==> config.mk <==
export PLATFORM = sky130hd
export DESIGN_NAME = spi_xfer_queue_flat
export DESIGN_NICKNAME = d
export VERILOG_FILES = /design/src/rtl/spi_xq_pkg.sv /design/src/rtl/spi_xfer_queue_if.sv /design/src/rtl/spi_xq_fifo.sv /design/src/rtl/spi_xfer_queue.sv /design/src/flat_wrapper.sv
export SDC_FILE = /design/constraint.sdc
export NUM_CORES = 1
export LEC_CHECK = 0
export CORE_MARGIN = 2
export CORE_UTILIZATION = 30
export CTS_CLUSTER_DIAMETER = 40
export DETAILED_ROUTE_END_ITERATION = 10
export GPL_TIMING_DRIVEN = 0
export PLACE_DENSITY = 0.49
export SLEW_MARGIN = 0
export SYNTH_ARGS = -nofsm -noshare
export SYNTH_HDL_FRONTEND = slang
export SYNTH_SLANG_ARGS = --single-unit
==> constraint.sdc <==
create_clock -name clk -period 3.36 [get_ports clk]
set_clock_uncertainty 0.05 [all_clocks]
set_input_delay 0.336 -clock clk [delete_from_list [all_inputs] [get_ports clk]]
set_output_delay 0.336 -clock clk [all_outputs]
set_load 0.02 [all_outputs]
==> src/rtl/spi_xq_pkg.sv <==
// Shared types and constants for the SPI transfer queue.
package spi_xq_pkg;

   typedef logic [7:0] spi_byte_t;

   typedef enum logic [1:0] {
      IDLE,
      LAUNCH,
      WAIT_DONE
   } spi_xq_state_e;

   localparam spi_byte_t TIMEOUT_FILL = 8'hFF;

endpackage

==> src/rtl/spi_xfer_queue_if.sv <==
// Host-side byte stream bundle: TX bytes into the queue, RX bytes back out.
interface spi_xfer_queue_if;
   import spi_xq_pkg::*;

   logic      tx_valid;
   logic      tx_ready;
   spi_byte_t tx_byte;
   logic      rx_valid;
   logic      rx_ready;
   spi_byte_t rx_byte;

   modport master (
      output tx_valid, tx_byte, rx_ready,
      input  tx_ready, rx_valid, rx_byte
   );

   modport slave (
      input  tx_valid, tx_byte, rx_ready,
      output tx_ready, rx_valid, rx_byte
   );

endinterface

==> src/rtl/spi_xq_fifo.sv <==
// Synchronous FIFO with combinational head and occupancy output.
// A push while full is refused even if a pop happens in the same cycle.
module spi_xq_fifo #(
   parameter int WIDTH = 8,
   parameter int DEPTH = 8,
   localparam int PW = $clog2(DEPTH),
   localparam int LW = $clog2(DEPTH) + 1
) (
   input  logic             clk,
   input  logic             rst,
   input  logic             push,
   input  logic             pop,
   input  logic [WIDTH-1:0] din,
   output logic [WIDTH-1:0] dout,
   output logic [LW-1:0]    level,
   output logic             full,
   output logic             empty
);

   logic [WIDTH-1:0] mem_q [DEPTH];
   logic [WIDTH-1:0] mem_d [DEPTH];
   logic [PW-1:0]    wr_ptr_q, wr_ptr_d;
   logic [PW-1:0]    rd_ptr_q, rd_ptr_d;
   logic [LW-1:0]    level_q, level_d;
   logic             push_ok, pop_ok;

   assign full  = (level_q == LW'(DEPTH));
   assign empty = (level_q == '0);
   assign level = level_q;
   assign dout  = mem_q[rd_ptr_q];

   always_comb begin
      push_ok  = push && !full;
      pop_ok   = pop && !empty;
      mem_d    = mem_q;
      wr_ptr_d = wr_ptr_q;
      rd_ptr_d = rd_ptr_q;
      level_d  = level_q;
      if (push_ok) begin
         mem_d[wr_ptr_q] = din;
         wr_ptr_d        = wr_ptr_q + PW'(1);
      end
      if (pop_ok) begin
         rd_ptr_d = rd_ptr_q + PW'(1);
      end
      case ({push_ok, pop_ok})
         2'b10:   level_d = level_q + LW'(1);
         2'b01:   level_d = level_q - LW'(1);
         default: level_d = level_q;
      endcase
   end

   always_ff @(posedge clk) begin
      if (rst) begin
         wr_ptr_q <= '0;
         rd_ptr_q <= '0;
         level_q  <= '0;
      end else begin
         wr_ptr_q <= wr_ptr_d;
         rd_ptr_q <= rd_ptr_d;
         level_q  <= level_d;
      end
   end

   // Storage needs no reset; only the pointers define what is valid.
   always_ff @(posedge clk) begin
      mem_q <= mem_d;
   end

endmodule

==> src/rtl/spi_xfer_queue.sv <==
// Byte-stream front end for the SPI master: TX FIFO feeds one transfer at a time,
// replies land in an RX FIFO. Optional watchdog enabled by SPI_XQ_TIMEOUT_EN.
module spi_xfer_queue
   import spi_xq_pkg::*;
#(
   parameter int DEPTH       = 8,
   parameter int TIMEOUT_CYC = 4096,
   localparam int LW = $clog2(DEPTH) + 1
) (
   input  logic            clk,
   input  logic            rst,
   spi_xfer_queue_if.slave host,
   output logic            spi_start,
   output spi_byte_t       spi_tx_data,
   input  logic            spi_busy,
   input  logic            spi_done,
   input  spi_byte_t       spi_rx_data,
   output logic [LW-1:0]   tx_level,
   output logic [LW-1:0]   rx_level,
   output logic            idle,
   output logic            err_timeout
);

   spi_xq_state_e state_q, state_d;
   spi_byte_t     spi_tx_data_q, spi_tx_data_d;
   spi_byte_t     tx_head, rx_din;
   logic          tx_pop, rx_push;
   logic          tx_full, tx_empty, rx_full, rx_empty;

   spi_xq_fifo #(.WIDTH(8), .DEPTH(DEPTH)) u_tx_fifo (
      .clk   (clk),
      .rst   (rst),
      .push  (host.tx_valid),
      .pop   (tx_pop),
      .din   (host.tx_byte),
      .dout  (tx_head),
      .level (tx_level),
      .full  (tx_full),
      .empty (tx_empty)
   );

   spi_xq_fifo #(.WIDTH(8), .DEPTH(DEPTH)) u_rx_fifo (
      .clk   (clk),
      .rst   (rst),
      .push  (rx_push),
      .pop   (host.rx_ready),
      .din   (rx_din),
      .dout  (host.rx_byte),
      .level (rx_level),
      .full  (rx_full),
      .empty (rx_empty)
   );

   assign host.tx_ready = !tx_full;
   assign host.rx_valid = !rx_empty;
   assign spi_start     = (state_q == LAUNCH);
   assign spi_tx_data   = spi_tx_data_q;
   assign idle          = (state_q == IDLE) && tx_empty;

   logic unused_busy;
   assign unused_busy = spi_busy;

`ifdef SPI_XQ_TIMEOUT_EN
   localparam int TW = $clog2(TIMEOUT_CYC);
   logic [TW-1:0] timer_q, timer_d;

   always_ff @(posedge clk) begin
      if (rst) begin
         timer_q <= '0;
      end else begin
         timer_q <= timer_d;
      end
   end
`else
   logic [31:0] unused_timeout_cfg;
   assign unused_timeout_cfg = 32'(TIMEOUT_CYC);
`endif

   // A byte is launched only when the RX FIFO is guaranteed to have room for its reply.
   always_comb begin
      state_d       = state_q;
      spi_tx_data_d = spi_tx_data_q;
      tx_pop        = 1'b0;
      rx_push       = 1'b0;
      rx_din        = spi_rx_data;
      err_timeout   = 1'b0;
`ifdef SPI_XQ_TIMEOUT_EN
      timer_d       = timer_q;
`endif
      case (state_q)
         IDLE: begin
            if (!tx_empty && !rx_full) begin
               spi_tx_data_d = tx_head;
               tx_pop        = 1'b1;
               state_d       = LAUNCH;
            end
         end
         LAUNCH: begin
            state_d = WAIT_DONE;
`ifdef SPI_XQ_TIMEOUT_EN
            timer_d = '0;
`endif
         end
         WAIT_DONE: begin
            if (spi_done) begin
               rx_push = 1'b1;
               state_d = IDLE;
            end
`ifdef SPI_XQ_TIMEOUT_EN
            else if (timer_q == TW'(TIMEOUT_CYC - 1)) begin
               // Fill byte keeps the host's one-reply-per-TX-byte accounting intact.
               rx_push     = 1'b1;
               rx_din      = TIMEOUT_FILL;
               err_timeout = 1'b1;
               state_d     = IDLE;
            end else begin
               timer_d = timer_q + TW'(1);
            end
`endif
         end
         default: state_d = IDLE;
      endcase
   end

   always_ff @(posedge clk) begin
      if (rst) begin
         state_q       <= IDLE;
         spi_tx_data_q <= 8'h00;
      end else begin
         state_q       <= state_d;
         spi_tx_data_q <= spi_tx_data_d;
      end
   end

endmodule

==> src/flat_wrapper.sv <==
// flat-port wrapper written by rule: the top's interface ports become plain ports
module spi_xfer_queue_flat import spi_xq_pkg::*;
#(
   parameter int DEPTH       = 8,
   parameter int TIMEOUT_CYC = 4096,
   localparam int LW = $clog2(DEPTH) + 1
)
  (clk, rst, spi_start, spi_tx_data, spi_busy, spi_done, spi_rx_data, tx_level, rx_level, idle, err_timeout, host_tx_valid, host_tx_byte, host_rx_ready, host_tx_ready, host_rx_valid, host_rx_byte);
  spi_xfer_queue_if host_i ();
  input  logic clk;
  input  logic rst;
  output logic spi_start;
  output spi_byte_t spi_tx_data;
  input  logic spi_busy;
  input  logic spi_done;
  input  spi_byte_t spi_rx_data;
  output logic [LW-1:0] tx_level;
  output logic [LW-1:0] rx_level;
  output logic idle;
  output logic err_timeout;
  input wire logic [$bits(host_i.tx_valid)-1:0] host_tx_valid;
  input wire logic [$bits(host_i.tx_byte)-1:0] host_tx_byte;
  input wire logic [$bits(host_i.rx_ready)-1:0] host_rx_ready;
  output wire logic [$bits(host_i.tx_ready)-1:0] host_tx_ready;
  output wire logic [$bits(host_i.rx_valid)-1:0] host_rx_valid;
  output wire logic [$bits(host_i.rx_byte)-1:0] host_rx_byte;
  assign host_i.tx_valid = host_tx_valid;
  assign host_i.tx_byte = host_tx_byte;
  assign host_i.rx_ready = host_rx_ready;
  assign host_tx_ready = host_i.tx_ready;
  assign host_rx_valid = host_i.rx_valid;
  assign host_rx_byte = host_i.rx_byte;
  spi_xfer_queue #(.DEPTH(DEPTH), .TIMEOUT_CYC(TIMEOUT_CYC)) u_core (.clk(clk), .rst(rst), .host(host_i), .spi_start(spi_start), .spi_tx_data(spi_tx_data), .spi_busy(spi_busy), .spi_done(spi_done), .spi_rx_data(spi_rx_data), .tx_level(tx_level), .rx_level(rx_level), .idle(idle), .err_timeout(err_timeout));
endmodule
# Word level (Yosys, flattened, before mapping)
# Index checks and enable logic that the tools add are counted.
# W data, S select, Z words.
# word_totals
register_bits	158
wordCells	92
output_inout_bits	29
in_bits	22
# classes
magnitude_cmp	6
n_reduce_logical	19
n_addsub	8
n_mux	21
n_bitwise	4
n_eq_ne	10
# ops
op	count
$bwmux W64	2
$bmux W8 S3	2
$demux W8 S3	2
$mux W8	6
$ge A4 B4 Y1 const B	4
$not A3 Y4	4
$pmux W4 S2	2
$add A3 B1 Y3 const B	4
$add A4 B1 Y4 const B	2
$eq A4 B4 Y1 const B	2
$logic_and A1 B1 Y1	8
$logic_not A4 Y1	2
$lt A4 B1 Y1 const B	2
$sub A4 B1 Y4 const B	2
$eq A2 B1 Y1 const B	3
$eq A2 B2 Y1 const B	3
$pmux W2 S3	1
$logic_not A1 Y1	4
$mux W1	4
$mux W2	2
$ne A2 B2 Y1 const B	2
$reduce_and A2 Y1	2
$reduce_bool A2 Y1	2
$logic_not A2 Y1	1

# Depth between registers and ports, before layout
# Gate-level depths: netlist (run 1).
# depth
word_depth	8
depth_mapped	11
ltp_nobuf	10

# By module
# Synthesis (run 1) repeated with hierarchy kept, for this count alone.
# hier_totals
hier_cells	373
hier_area_um2	6600.1
# modules_own_cells
module	area_each_um2	seq_area_each_um2	instances	cells_per_inst
spi_xq_fifo	3057.9	2122.0	2	163
spi_xfer_queue	484.2	200.2	1	47

# Worst setup path before layout (run 1)
# No wires, ideal clock.
# synth_path
kind	register to register
start	register u_core.u_rx_fifo.level_q[0] (netlist: u_core.u_rx_fifo.level[0])
end	register u_core.u_rx_fifo.level_q[3] (netlist: u_core.u_rx_fifo.level[3])
t_required_ns	3.239
arrival_ns	2.654
path_stages_with_launch	10
path_slack_ns	0.585
cell_sequence	dfxtp_1 -> or4_1 -> nand2_1 -> inv_1 -> ha_1 -> ha_1 -> a21oi_1 -> a21oi_1 -> or4_1 -> a21oi_1
# synth_via
elab_chain_cells	5
elab_cells_between_ends	12
cone_classes	add/sub (2); eq/ne (3); mux (1); reduce/logical (6)
# synth_lines
element	line	text
start: declaration	spi_xq_fifo.sv:24	logic [LW-1:0] level_q, level_d;
start signal: assignment	spi_xq_fifo.sv:61	level_q <= level_d;
$logic_not A4 Y1 (*)	spi_xq_fifo.sv:28	assign empty = (level_q == '0);
$logic_not A1 Y1 (*)	--	
net host_rx_valid	flat_wrapper.sv:25	output wire logic [$bits(host_i.rx_valid)-1:0] host_rx_valid;
$logic_and A1 B1 Y1 (*)	spi_xq_fifo.sv:34	pop_ok = pop && !empty;
net u_core.u_rx_fifo.pop_ok	spi_xq_fifo.sv:25	logic push_ok, pop_ok;
$eq A2 B1 Y1 / $eq A2 B2 Y1 (equally long branches)	spi_xq_fifo.sv:46	case ({push_ok, pop_ok})
$pmux W4 S2 / $reduce_bool A2 Y1 (equally long branches)	--	
# The timed path passes the listed nets; every way through them passes the cells marked *.
# A chain may end at the register's enable or synchronous reset.

# Final worst setup path (run 1)
# layout_path
start	register u_core.u_rx_fifo.rd_ptr_q[1]
end	output port host_rx_byte[5]
# layout_via
elab_chain_cells	4
# layout_lines
element	line	text
start: declaration	spi_xq_fifo.sv:23	logic [PW-1:0] rd_ptr_q, rd_ptr_d;
start signal: assignment	spi_xq_fifo.sv:60	rd_ptr_q <= rd_ptr_d;
$not A3 Y4 (implied by the code)	spi_xq_fifo.sv:30	assign dout = mem_q[rd_ptr_q];
$bmux W8 S3	spi_xq_fifo.sv:30	
$mux W8 (implied by the code) (2 in a row)	spi_xq_fifo.sv:30	
end: declaration	flat_wrapper.sv:26	output wire logic [$bits(host_i.rx_byte)-1:0] host_rx_byte;
# No other way between the ends. The select of a mux whose other input is x is not followed.

==> impl_metrics.csv, run 1 <==
group,metric,value,unit
finish,n_fill_cell,2036,
timing,max_freq,318,MHz
clock_network,clk_path_buf_depth,2,
drt,drc,0,
outcome,status,"finished, final reports clean",
placed_design,place.gp.congestion,0.700,
power,intPower,0.00398,W
timing,slew_violations,0,
clock_network,numCtsBuffers,17,
clock_network,cts.sinks,158,
timing,worst_hold_slack,0.455,ns
power,combinationalPowerShare,24.6,%
critical_path,critPathSlowestCell,"clkdlybuf4s50_1",
synth,synthArstFlopShare,0,%
finish,final_area,7820,um^2
finish,nets,469,
critical_path,critPathRequiredTime,2.97,ns
global_routing,grt_start_max_net_pins,17,
drt,num_vias,3334,
synth,avgSynthCellArea,17.4,um^2
global_routing,grt_pass1_wl,19900,um
power,seq_power_share,42.4,%
floorplanning,dieArea,22500,um^2
clock_network,hold_buffers,0,
critical_path,setup.worst_path.end_class,"output port",
timing,final-hold-violation-count,0,
finish,drive_above_1_share,22.5,%
power,powerDensity,702,nW/um^2
drt,dr.pass1.iters,4,
synth,yosysWarningCount,0,
timing,rsz0062_at_grt,"no",
floorplanning,start_util,30.5,%
power,switching_share,27.6,%
drt,dr.first_iter.drc_count,172,
floorplanning,rows,53,
clock_network,h-tree-depth,4,
global_routing,met1_usage,14.6,%
placed_design,postPlaceCellArea,7260,um^2
synth,ys.flop_type,"edfxtp_1",
global_routing,gr-usage-met2,21.0,%
power,cellLeakagePower,2.50,nW
clock_network,clk_pin_slew,0.06,ns
critical_path,crit_chain,"buf_1, clkbuf_2, mux4_2, mux2_2, clkdlybuf4s50_1",
placed_design,numPortBuffers,48,
critical_path,crit_buf_inv,3,
floorplanning,core_area,21000,um^2
global_routing,antenna_found_initial,0,
power,pwr-share-clk,33.1,%
timing,period_needed,3.15,ns
global_routing,grt_pass1_vias,3476,
global_routing,track_usage,12.2,%
finish,fin_util,37.3,%
floorplanning,die_w,150,um
floorplanning,die_y,150,um
synth,synthCells,367,
drt,ant_nets,0,
timing,finalCritPeriodShare,93.6,%
critical_path,cp_max_fo,10,
clock_network,cts_setup_buffers,0,
critical_path,arrival,2.76,ns
drt,finalWirelength,12900,um
floorplanning,io_pins,51,
clock_network,clk-insertion-delay-late,0.42,ns
power,power.total,0.00550,W
synth,seq_area_frac_synth,69.6,%
synth,ys_seq_elements,158,
global_routing,globalRouteMet3Util,3.93,%
power,switchingPower,0.00152,W
synth,synth.net_count,400,
synth,ys_types,43,
drt,vias_per_cell,4.60,
timing,slew_headroom,7.75,%
critical_path,path_class,"reg -> out",
global_routing,overflow,0,
min_path,min_path_type,"reg -> reg",
global_routing,busiest_layer,"met2",
flow_run,maxCapViolCount,0,
power,ir_worst_vdd,0.000369,V
clock_network,clockRootBuffer,"clkbuf_16",
placed_design,place_hpwl,8560,um
critical_path,critical-path-top-delay-family,"buffers and inverters",
clock_network,cts_tree,"done",
synth,syn_area,6380,um^2
synth,synth_edf_count,128,
critical_path,crit_path_max_incr_delay,0.54,ns
drt,routedWlPerCell,17.8,um
finish,syn2layout_area_growth,22.6,%
timing,finalSetupViolCount,0,
critical_path,start_kind,"flip-flop",
finish,diodes,0,
timing,worstMarginPinSlew,1.37,ns
[synthesized netlist by cell type, drive strengths merged, types with 2 or more instances]
library cell,instances,share of area (%)
nor3b,4,0.47
xor2,10,1.4
a211oi,8,1.6
mux2,9,1.6
and3,2,0.27
mux4,32,11
nand3,7,0.55
inv,4,0.24
or4b,2,0.37
o21ai,2,0.16
edfxtp,128,60
buf,14,1.6
mux2i,10,1.6
ha,10,2.0
a21oi,11,0.86
nor2,35,2.1
nand2,12,0.71
nor2b,3,0.29
or4,3,0.41
dfxtp,30,9.4
clkbuf,7,0.41
xnor2,2,0.27
nand2b,3,0.29
nor3,6,0.47
[stage by stage]
step / setup slack (ns) / setup TNS (ns) / cells
floorplan: 0.585 / 0 / 367
global placement: -0.178 / -1.42 / 690
detailed placement: 0.316 / 0 / 692
CTS: 0.125 / 0 / 724
global route: 0.0586 / 0 / 724
finish: 0.214 / 0 / 724
[final timing paths]
kind	from	depth (start not counted)	endpoint	slack [ns]
max reg2reg	u_core.u_rx_fifo.level[0]	10	u_core.u_rx_fifo.level[3]	0.49
max	u_core.u_rx_fifo.rd_ptr_q[1]	5	host_rx_byte[5]	0.21
min	u_core.u_tx_fifo.wr_ptr_q[0]	2	u_core.u_tx_fifo.wr_ptr_q[0]	0.45
min reg2reg	u_core.u_tx_fifo.wr_ptr_q[0]	2	u_core.u_tx_fifo.wr_ptr_q[0]	0.45
[kinds of logic (layout without fill, tap and decap cells)]
| logic type | count (synthesis) | in the layout | synth area share [%] |
|---|---|---|---|
| adders and majority gates | 11 | 11 | 2.27 |
| DFF | 158 | 158 | 69.6 |
| other | 1 | 1 | 0.0588 |
| muxes | 51 | 51 | 14.4 |
| AOI/OAI and AO/OA | 24 | 24 | 2.96 |
| and+or+nand+nor | 84 | 84 | 6.67 |
| buffers and inverters | 26 | 108 | 2.31 |
| xor gates and xnor gates | 12 | 12 | 1.65 |
[tightest hold or removal path, cell delays in order, from the launching register on]
cell and delay [ns]:
dfxtp_1 0.34, nand2_1 0.06, a21oi_1 0.06
[state kept, by name, indices dropped and copies added, names as in the netlist]
signal                     cells
u_core.spi_tx_data             8
u_core.state_q                 2
u_core.u_rx_fifo.level         4
u_core.u_rx_fifo.mem_q        64
u_core.u_rx_fifo.rd_ptr_q      3
u_core.u_rx_fifo.wr_ptr_q      3
u_core.u_tx_fifo.level         4
u_core.u_tx_fifo.mem_q        64
u_core.u_tx_fifo.rd_ptr_q      3
u_core.u_tx_fifo.wr_ptr_q      3
[placed cells by master, fill, tap and decap left out, drive strengths merged, types with 4 or more instances in the layout]
cell / n
clkinv: 9
nand3: 7
a21oi: 11
dfxtp: 30
mux2i: 10
nor3b: 4
nor3: 6
clkdlybuf4s50: 48
nor2: 35
xor2: 10
clkbuf: 27
nand2: 12
mux4: 32
inv: 4
a211oi: 8
buf: 16
ha: 10
mux2: 9
edfxtp: 128
[cell type report]
| type | count | area [um^2] | share of cell area [%] |
|---|---|---|---|
| Tap cell | 275 | 344 | 4.40 |
| Clock buffer | 20 | 437 | 5.58 |
| Inverter | 5 | 20.0 | 0.256 |
| Multi-Input combinational cell | 183 | 1830 | 23.4 |
| Clock inverter | 12 | 121 | 1.55 |
| Sequential cell | 158 | 4440 | 56.8 |
| Buffer | 21 | 129 | 1.65 |
| Timing Repair Buffer | 50 | 495 | 6.33 |
[per-layer routing]
metal	wire length, um	vias up
met5	0	-
met4	144	0
met3	596	12
met2	6660	64
met1	5480	1690
li1	-	1568
[timing repair]
item | in CTS | in global routing
setup endpoints to repair | 8 | 0
hold endpoints to repair | 0 | 0
gates resized for setup | 1 | 0
[power groups by stage]
stage	Sequential [W]	Clock, W	Combinational (W)
floorplan	0.00241	0	0.000874
global placement	0.00236	0	0.00135
detailed placement	0.00237	0	0.00138
CTS	0.00233	0.00186	0.00139
global route	0.00234	0.00195	0.00148
finish	0.00233	0.00182	0.00135
Note: power is estimated with default switching activity, not from simulation.
==> run 2: changes to the inputs <==
--- a/config.mk
+++ b/config.mk
@@ -9,6 +9,7 @@
 export CORE_UTILIZATION = 30
 export CTS_CLUSTER_DIAMETER = 40
 export DETAILED_ROUTE_END_ITERATION = 10
+export GPL_ROUTABILITY_DRIVEN = 1
 export GPL_TIMING_DRIVEN = 0
 export PLACE_DENSITY = 0.49
 export SLEW_MARGIN = 0
==> results of run 2 <==
No change in the layout: final DEF, timing and power equal those of run 1.
